===== src/rtl/sfq_dff_stage.sv =====
// rtl/sfq_dff_stage.sv - clocked RSFQ DFF stage on toggle-encoded pulse lines
// Inputs are synchronised, edge-detected, and blanked for a few cycles after reset.
module sfq_dff_stage #(
   parameter int STARTUP_CYCLES = 4,
   parameter int CNT_W          = 16
) (
   input  logic             clk,
   input  logic             rst_n,
   input  logic             in_data,
   input  logic             in_clk,
   output logic             out,
   output logic             stored,
   output logic             err,
   output logic [CNT_W-1:0] out_cnt,
   output logic [CNT_W-1:0] err_cnt
);

   localparam int             BW        = $clog2(STARTUP_CYCLES + 1);
   localparam logic [BW-1:0]  BLANK_END = BW'(STARTUP_CYCLES);

   logic             r_d_s1, r_d_s2, r_d_s3;
   logic             r_c_s1, r_c_s2, r_c_s3;
   logic [BW-1:0]    r_blank_cnt;
   logic             r_out, r_stored, r_err;
   logic [CNT_W-1:0] r_out_cnt, r_err_cnt;

   logic             w_dp, w_cp, w_blank;
   logic             w_out_nxt, w_stored_nxt, w_err_nxt;
   logic [CNT_W-1:0] w_out_cnt_nxt, w_err_cnt_nxt;

   assign w_dp    = r_d_s2 ^ r_d_s3;
   assign w_cp    = r_c_s2 ^ r_c_s3;
   assign w_blank = (r_blank_cnt < BLANK_END);

   // Readout sees the old stored bit first, so cp & dp together is never an error.
   always_comb begin
      w_out_nxt     = r_out;
      w_stored_nxt  = r_stored;
      w_err_nxt     = 1'b0;
      w_out_cnt_nxt = r_out_cnt;
      w_err_cnt_nxt = r_err_cnt;
      if (!w_blank) begin
         if (w_cp) begin
            if (r_stored) begin
               w_out_nxt     = ~r_out;
               w_out_cnt_nxt = r_out_cnt + CNT_W'(1);
            end
            w_stored_nxt = w_dp;
         end else if (w_dp) begin
            if (r_stored) begin
               w_err_nxt     = 1'b1;
               w_err_cnt_nxt = r_err_cnt + CNT_W'(1);
            end else begin
               w_stored_nxt = 1'b1;
            end
         end
      end
   end

   always_ff @(posedge clk) begin
      if (!rst_n) begin
         r_d_s1      <= 1'b0;
         r_d_s2      <= 1'b0;
         r_d_s3      <= 1'b0;
         r_c_s1      <= 1'b0;
         r_c_s2      <= 1'b0;
         r_c_s3      <= 1'b0;
         r_blank_cnt <= '0;
         r_out       <= 1'b0;
         r_stored    <= 1'b0;
         r_err       <= 1'b0;
         r_out_cnt   <= '0;
         r_err_cnt   <= '0;
      end else begin
         r_d_s1 <= in_data;
         r_d_s2 <= r_d_s1;
         r_d_s3 <= r_d_s2;
         r_c_s1 <= in_clk;
         r_c_s2 <= r_c_s1;
         r_c_s3 <= r_c_s2;
         if (w_blank) r_blank_cnt <= r_blank_cnt + BW'(1);
         r_out     <= w_out_nxt;
         r_stored  <= w_stored_nxt;
         r_err     <= w_err_nxt;
         r_out_cnt <= w_out_cnt_nxt;
         r_err_cnt <= w_err_cnt_nxt;
      end
   end

   assign out     = r_out;
   assign stored  = r_stored;
   assign err     = r_err;
   assign out_cnt = r_out_cnt;
   assign err_cnt = r_err_cnt;

endmodule


===== config.mk =====
export PLATFORM = sky130hd
export DESIGN_NAME = sfq_dff_stage
export DESIGN_NICKNAME = d
export VERILOG_FILES = /design/src/rtl/sfq_dff_stage.sv
export SDC_FILE = /design/constraint.sdc
export NUM_CORES = 1
export LEC_CHECK = 0
export CORE_MARGIN = 4
export CORE_UTILIZATION = 34
export DETAILED_ROUTE_END_ITERATION = 6
export GPL_TIMING_DRIVEN = 1
export SLEW_MARGIN = 10
export SYNTH_ARGS = -nofsm -noshare
export SYNTH_HDL_FRONTEND = slang
export SYNTH_SLANG_ARGS = --single-unit

===== constraint.sdc =====
create_clock -name clk -period 1.76 [get_ports clk]
set_input_delay 0.44 -clock clk [delete_from_list [all_inputs] [get_ports clk]]
set_output_delay 0.44 -clock clk [all_outputs]
set_load 0.01 [all_outputs]

* Yosys cells after proc, flatten, opt, wreduce, memory -nomap -nowiden
Cells that the tools add are included.
** Operators by class
- Bitwise operators :: 7
- Multiplexer cells :: 3
- Reduce and logical (&&, ||, !) cells :: 5
- $lt $le $gt $ge :: 1
- $add $sub $neg :: 3
** Operator list (count)
- $add A16 B1 Y16 const B :: 2
- $not A1 Y1 :: 5
- $reduce_and A4 Y1 :: 1
- $reduce_or A4 Y1 :: 1
- $add A3 B1 Y3 const B :: 1
- $lt A3 B3 Y1 const B :: 1
- $mux W1 :: 3
- $reduce_and A3 Y1 :: 1
- $reduce_and A2 Y1 :: 1
- $reduce_bool A2 Y1 :: 1
- $xor A1 B1 Y1 :: 2
** Storage, ports and cells
- Flip-flop bits (word level) :: 44
- Word-level logic and storage cells :: 31
- Input port bits :: 4

* Logic depth before layout (Yosys ltp)
Gate-level depths: netlist of run 1.
- Depth in word-level cells :: 3
- Gate-level depth with buffers :: 6
- Mapped depth without buffers :: 5

* Worst setup path before layout of run 1
OpenSTA, ideal clock, no wires.
- Kind :: register to register
- Start point :: reg r_out_cnt[0] (netlist: out_cnt[0])
- End point :: reg r_out_cnt[12] (netlist: out_cnt[12])
- Stages on the path, launching flop included :: 7
- Path slack :: -103 ps
- Period minus slack after synthesis :: 1863 ps
- Arrival :: 1792 ps
- Buffers on the path :: 1
- Cell sequence :: dfxtp_1 -> ha_1 -> nand3_1 -> or3_1 -> clkbuf_1 -> or4_1 -> a21oi_1
** Between the ends
- Word-level cells in the longest chain between the ends :: 1
** Ends and longest elaborated chain
- from (decl) :: line 25 : logic [CNT_W-1:0] r_out_cnt, r_err_cnt;
- from (signal assigned) :: line 85 : r_out_cnt <= w_out_cnt_nxt;
- $add A16 B1 Y16 :: line 46 : w_out_cnt_nxt = r_out_cnt + CNT_W'(1);
Every way passes these cells.
A chain may end at the register's enable or synchronous reset.

* Worst setup path after layout of run 1
- Start point :: reg r_err_cnt[5] (netlist: err_cnt[5])
- End point :: out err_cnt[5]
** RTL lines
- from (decl) :: line 25
- from (signal assigned) :: line 86 : r_err_cnt <= w_err_cnt_nxt;
- to (decl) :: line 15 : output logic [CNT_W-1:0] err_cnt
No word-level cell between the ends.

==> results.txt, run 1 <==
The number of antenna diodes came out at 0. The data required time of the worst path came out at 1.32 ns. The routed wirelength normalized by instance count is 13.5 um. Static timing analysis puts the maximum clock frequency at 0.582 GHz. Between clock sinks in the finished design, the worst skew comes to 0.00626 ns. From bottom edge to top edge, the die measures 82.9 um. The total of endpoints with negative setup slack in the final report is 0.

The total overflow left after global routing is 0. The boundary pin count came out at 39. The H-tree depth is 2. In this run the tool buffered the top-level ports with 38 buffer cells. The final count of hold timing violations is 0.

Measured in cells, the most critical reg-to-reg path has a length of 4. The number of cell rows is 27. By area the synthesized netlist is led by dfxtp_1 46%, or4_1 4.7%, xor2_1 4.6%, a21oi_1 4.5%, o31ai_1 4.3%. The count of state elements after synthesis came out at 44. The post-detailed-route via-to-cell ratio is 5.06. The critical path ends at err_cnt[5].

The maximum number of pins on one net before global-route repair is 36. The total wirelength of the detailed-routed design came out at 4.76 mm. The met3 layer usage reported by global route came out at 4.17%.

The first-pass iteration count of the detailed router is 4. The root cell of the clock tree is clkbuf_8. The fraction of final layout cells with drive strength greater than 1 is 27.4%.

The worst setup path is of the reg2out kind. The static leakage came out at 1.16 nW. The routed layout has 1,787 vias.

The first global-routing pass estimated 8.05 mm of wire. For this design, the CTS-stage hold fixing added 0 buffers. The number of enable flip-flop cells after synthesis is 0. For this block, the initial DRC count from the detailed router was 114. The relative slew slack came out at 65.9%. At the placement stage, the worst setup path has a slack of -0.00225 ns. The total number of clock tree sinks came out at 44. The reported max-cap violation count is 0. The total chip power came out at 0.00199 W. Setup repair after global routing could not meet its margin everywhere.

TritonCTS built the clock tree. For met2 alone, demand over resource in global routing was 22.3%. The top cell type's share of synthesized area is 46.2%. For this configuration, the core starts out at a cell density of 34.9%. The chip width came out at 82.9 um. The floorplan die area is 6870 um^2. Yosys printed 0 warnings.

The critical path arrival is 1.28 ns. The cell taking the most area after synthesis is dfxtp_1. The classification of the worst-slack hold path is reg2reg. The non-filler instance count after layout came out at 353. Along the worst path, the maximum fanout reaches 4.

The via count of the first global-routing pass is 1,708. The highest-utilization routing layer at the global route stage is met2. The largest voltage drop on the vdd net came out at 309 uV.

The worst setup slack after layout came out at 0.0423 ns. For this run, the total global-route usage over all layers was measured as 14.2%. The post-synthesis cell type count is 30.

The flow ran to the end, and the final reports show no timing, DRC or antenna violations. For this run, design rule violations remaining after detail routing come to 0. The final-report max-slew violation count is 0. The TritonCTS buffer count is 5. The areal power density over the cells came out at 699 nW/um^2. Counting every net in the synthesized netlist gives 220. The summed area of non-filler cells in the final layout came out at 2850 um^2.

The fraction of registers with async set or reset after synthesis is 0%. The maximum number of buffers from clock root to sink is 2. For met1 alone, demand over resource in global routing was 18.7%. The initial antenna violation count came out at 0.

After floorplanning, the core was sized to cover 5470 um^2. The worst register-to-register path ends at out_cnt[14]. The worst path uses 97.6% of the clock period. The final-stage net count is 287. Relative to the synthesized area, the layout overhead comes to 49.2%. The source-to-sink clock delay at the later pin of the worst-skew pair is 0.31 ns. Counting instances in the post-synthesis netlist gives the leading cell types as 44 x dfxtp_1, 21 x nor2_1, 17 x a21oi_1, 12 x or4_1. After clock tree synthesis, the clock-pin slew on the worst setup and hold paths is 0.08 ns. The mapped netlist covers 1910 um^2. The transition time at the pin with the least slew margin is 0.507 ns. The share of synthesized area occupied by flip-flops and latches came out at 46.2%. The half-perimeter wire length after detailed placement is 3.32 mm. The worst setup path is launched from a flop. The most frequent cell after synthesis is dfxtp_1. In this run the register-to-register setup slack is 0.06 ns. Counting every instance in the synthesized netlist gives 213. The cell area after placement came out at 2590 um^2. The routed design could run at a clock period as short as 1.72 ns.

The instance count after placement with tap cells included is 344. Each instance of the synthesized netlist takes up on average 8.96 um^2. The post-detailed-route count of antenna-violating nets is 0. The startpoint of the worst setup timing path is err_cnt[5]. The worst setup path is captured at a primary output. The launch instance of the worst register-to-register path is r_c_s3.

In the synthesized netlist the dominant register cell turns out to be dfxtp_1. The final weighted congestion in routability-driven placement came out at 0.775.
## how the worst min path moves through the flow
stage | from | endpoint | slack (ns) | depth (start not counted)
final | r_c_s1 | r_c_s2 | 0.44 | 1
after global routing | r_c_s1 | r_c_s2 | 0.47 | 1
after CTS | r_c_s1 | r_c_s2 | 0.45 | 1
after detailed placement | r_c_s1 | r_c_s2 | 0.43 | 1
after global placement | r_c_s1 | r_c_s2 | 0.43 | 1
after floorplan | r_c_s1 | r_c_s2 | 0.41 | 1
## cell families (layout without fill, tap and decap cells)
logic type,count (synthesis),count (layout),share of synthesized area [%]
compound gates,37,37,11.7
fa+ha+maj,3,3,1.97
mux,3,3,1.57
buf+inv,14,82,3.02
xor+xnor,18,18,8.26
flops,44,44,46.2
simple gates,94,94,27.3
## per-stage QoR
stage,utilization [%],hold WS [ns],TNS [ns]
floorplan,-,0.412,0
global placement,47.3,0.428,0
detailed placement,47.3,0.429,-0.00225
CTS,50.0,0.450,0
global route,52.0,0.465,-0.0289
finish,52.0,0.443,0
## area by class of cell
cell class                 instances  area, um^2
fill                             530        2630
multi-input combinational        155        1060
sequential                        44         911
timing repair buffer              70         639
clock buffer                       7        96.3
tap                               72        90.1
clock inverter                     1        30.0
inverter                           4        15.0
## power by group
part,internal (W),switching [W]
registers,0.00101,0.0000154
logic,0.0000490,0.0000523
clock network,0.000501,0.000361
total,0.00156,0.000428
## per-layer routing
layer	wire [um]	share of wire (%)	up-vias
li1	-	-	914
met1	2290	48	837
met2	2230	47	30
met3	165	3.5	6
met4	76	1.6	0
met5	0	0	-
## cells in the final DEF (no fill, tap or decap), drive strengths merged, types with 2 or more instances in the layout
master,netlist,routed
nand4,10,10
clkbuf,8,7
clkdlybuf4s50,0,26
nand2,12,12
or4,12,12
nand3,11,11
mux2i,3,3
dlymetal6s2s,0,9
nor2,21,21
xnor2,8,8
and2,7,7
nor3,2,2
buf,2,32
o31ai,11,11
and4,6,6
or3,6,6
dfxtp,44,44
a21oi,17,17
xor2,10,10
o21ai,6,6
dlygate4sd2,0,3
ha,3,3
nor4,3,3
nand2b,2,2
inv,3,3
## critical path: stages, from the launching register on
cell and delay (ns):
dfxtp_1 0.33, buf_4 0.12, clkdlybuf4s50_1 0.52
## timing repair
item                                    in CTS  in global routing
endpoints found under the setup margin      18                 26
setup buffers                                0                  1
resized for setup                           14                 31
pin swaps                                    0                  4
No activity file was read; power rests on OpenSTA's default activity.
==> run 2: changes to the inputs <==
Settings changed: SKIP_CTS_REPAIR_TIMING set to 1.
==> run 2 against run 1 <==
  * Cell area is 0.44% lower
  * First-iteration DRC count rose by 15%
  * Count of clock-buffer cells in the layout unchanged
  * Via count up 0.11%
  * Fmax shrank 0.74%
  * Clock skew hardly changed
  * Sequential share of layout area increased by 0.097 points
  * Cell count increased by 0.28%
  * Worst setup slack worse by 0.013 ns
==> results.txt, run 2 (synthesis gave the netlist of run 1 again) <==
The via count of the routed design came out at 1,789 (was 1,787). The transition time at the pin with the least slew margin is 0.513 ns (was 0.507 ns). The worst setup slack after layout came to 0.0295 ns (was 0.0423 ns). The number of I/O port buffers is 38 (unchanged). The maximum number of buffers from clock root to sink came to 2 (unchanged). The worst clock skew is 0.00608 ns (was 0.00626 ns). The path type of the worst setup path is reg2reg (was reg2out). The category of the worst setup path capture point is a flop (was primary output). The clock period minus final worst setup slack is 1.73 ns (was 1.72 ns).

The final count of hold timing violations is 0 (unchanged). The half-perimeter wire length after detailed placement came out at 3.32 mm (unchanged). The H-tree depth was 2 (unchanged). The number of fill cells came out at 534 (was 530). The most frequent standard cell in the layout excluding fill and tap cells is buf_4 (unchanged). The core box area was 5470 um^2 (unchanged). The fraction of final layout cells with drive strength greater than 1 is 25.9% (was 27.4%). The routed wirelength normalized by instance count is 13.2 um (was 13.5 um). The areal power density over the cells came out at 696 nW/um^2 (was 699 nW/um^2). The kind of start point of the critical path is a flop (unchanged). Top library cells by usage in the layout, fill and taps aside: 33 x buf_4, 26 x clkdlybuf4s50_1, 25 x dfxtp_1 (was 32 x buf_4, 26 x clkdlybuf4s50_1, 24 x dfxtp_1). The maximum number of pins on one net before global-route repair was 36 (unchanged). The setup TNS is 0 ns (unchanged). The worst-case setup slack after placement is -0.00225 ns (unchanged). Outcome: finished, final reports clean (unchanged).

The largest voltage drop on the vdd net is 298 uV (was 309 uV). The maximum fanout along the worst path is 6 (was 4). The post-detailed-route via-to-cell ratio came out at 5.05 (was 5.06). The remaining global-route overflow is 0 (unchanged). The initial antenna violation count came out at 0 (unchanged). The final weighted congestion in routability-driven placement came to 0.775 (unchanged). The number of DRC violations after detailed-routing iteration 0 came to 131 (was 114).

The top achievable clock speed came out at 0.578 GHz (was 0.582 GHz). The number of cell instances on the worst register-to-register path came out at 5 (was 4). The number of antenna diodes came out at 0 (unchanged). The part of the cycle the worst path needs came out at 98.3% (was 97.6%). The relative slew slack came out at 65.5% (was 65.9%). The static leakage is 1.20 nW (was 1.16 nW). The total global-route track usage came to 14.0% (was 14.2%). The total wirelength of the detailed-routed design is 4.67 mm (was 4.76 mm).

The post-detailed-route count of antenna-violating nets is 0 (unchanged). The data required time of the worst path is 2.00 ns (was 1.32 ns). The final-stage net count came out at 288 (was 287). The TritonCTS clock tree is done (unchanged).

The die span in y came out at 82.9 um (unchanged). The synthesis-to-layout area growth came to 48.5% (was 49.2%). The instance count along the most critical hold path came out at 1 (unchanged). The via count of the first global-routing pass came to 1,694 (was 1,708). The total number of clock tree sinks came out at 44 (unchanged). The total chip power came out at 0.00197 W (was 0.00199 W).

The root cell of the clock tree is clkbuf_8 (unchanged). The floorplan die area is 6870 um^2 (unchanged). The number of design rule violations left after detail routing is 0 (unchanged). The first-pass iteration count of the detailed router was 4 (unchanged). The post-CTS clock slew at the launch and capture registers of the worst setup and hold paths is 0.08 ns (about the same).

The critical path arrival came out at 1.97 ns (was 1.28 ns). The classification of the worst-slack hold path is reg2reg (unchanged). The source-to-sink clock delay at the later pin of the worst-skew pair came out at 0.30 ns (was 0.31 ns).

The final core utilization is 51.8% (was 52.0%). The effective utilization at floorplan came out at 34.9% (unchanged). The reported max-cap violation count is 0 (unchanged). The chip width is 82.9 um (unchanged). The total of endpoints with negative setup slack in the final report was 0 (unchanged). The number of cell rows was 27 (unchanged). RSZ-0062 raised after global routing: yes (unchanged).

The TritonCTS buffer count came out at 5 (unchanged). The first-pass GRT wire length is 7.98 mm (was 8.05 mm). The final-report max-slew violation count is 0 (unchanged). The boundary pin count came out at 39 (unchanged).
==> run 2: cell types whose count changed in the layout (fill, tap and decap cells not counted), moves of 2 or more <==
| cell | before | now |
|---|---|---|
| dlygate4sd2_1 | 3 | 0 |
| or4_1 | 8 | 10 |
| dlymetal6s2s_1 | 9 | 12 |
| or4_4 | 4 | 2 |
==> run 2: area by class of cell <==
class | count | area [um^2] | share of cell area [%]
repair buffers | 71 | 658 | 23.2
clock inverters | 1 | 30.0 | 1.06
multi-input cells | 155 | 1030 | 36.5
inverters | 4 | 15.0 | 0.530
flip-flops and latches | 44 | 910 | 32.1
well taps | 72 | 90.1 | 3.18
clock buffers | 7 | 96.3 | 3.40
==> run 2: worst paths after layout <==
path,start,to,slack [ns]
max,out_cnt[1],out_cnt[14],0.03
min,r_c_s1,r_c_s2,0.44
max reg2reg,out_cnt[1],out_cnt[14],0.03
min reg2reg,r_c_s1,r_c_s2,0.44
==> run 2: worst max-delay path, cell delays in order (launching register included) <==
cell and delay, ns:
dfxtp_4 0.38, ha_4 0.13, nand3_2 0.08, or3_4 0.40, or4_1 0.54, a21oi_2 0.13
==> run 2: power breakdown <==
group / total (W) / switching [W] / internal, W
Combinational: 0.0000991 / 0.0000515 / 0.0000475
Clock: 0.000848 / 0.000347 / 0.000501
Sequential: 0.00102 / 0.0000140 / 0.00101
Total: 0.00197 / 0.000412 / 0.00156
==> run 2: metal layers <==
layer | wire (um) | global-route usage [%]
met1 | 2330 | 18.4
met2 | 2140 | 21.9
met3 | 161 | 4.17
met4 | 33 | 4.90
met5 | 0 | 0
==> run 2: metrics by stage <==
step	hold slack [ns]	cell area, um^2	cells
floorplan	0.412	1940	213
global placement	0.428	2590	344
detailed placement	0.429	2590	344
CTS	0.450	2720	352
global route	0.467	2830	354
finish	0.443	2830	354
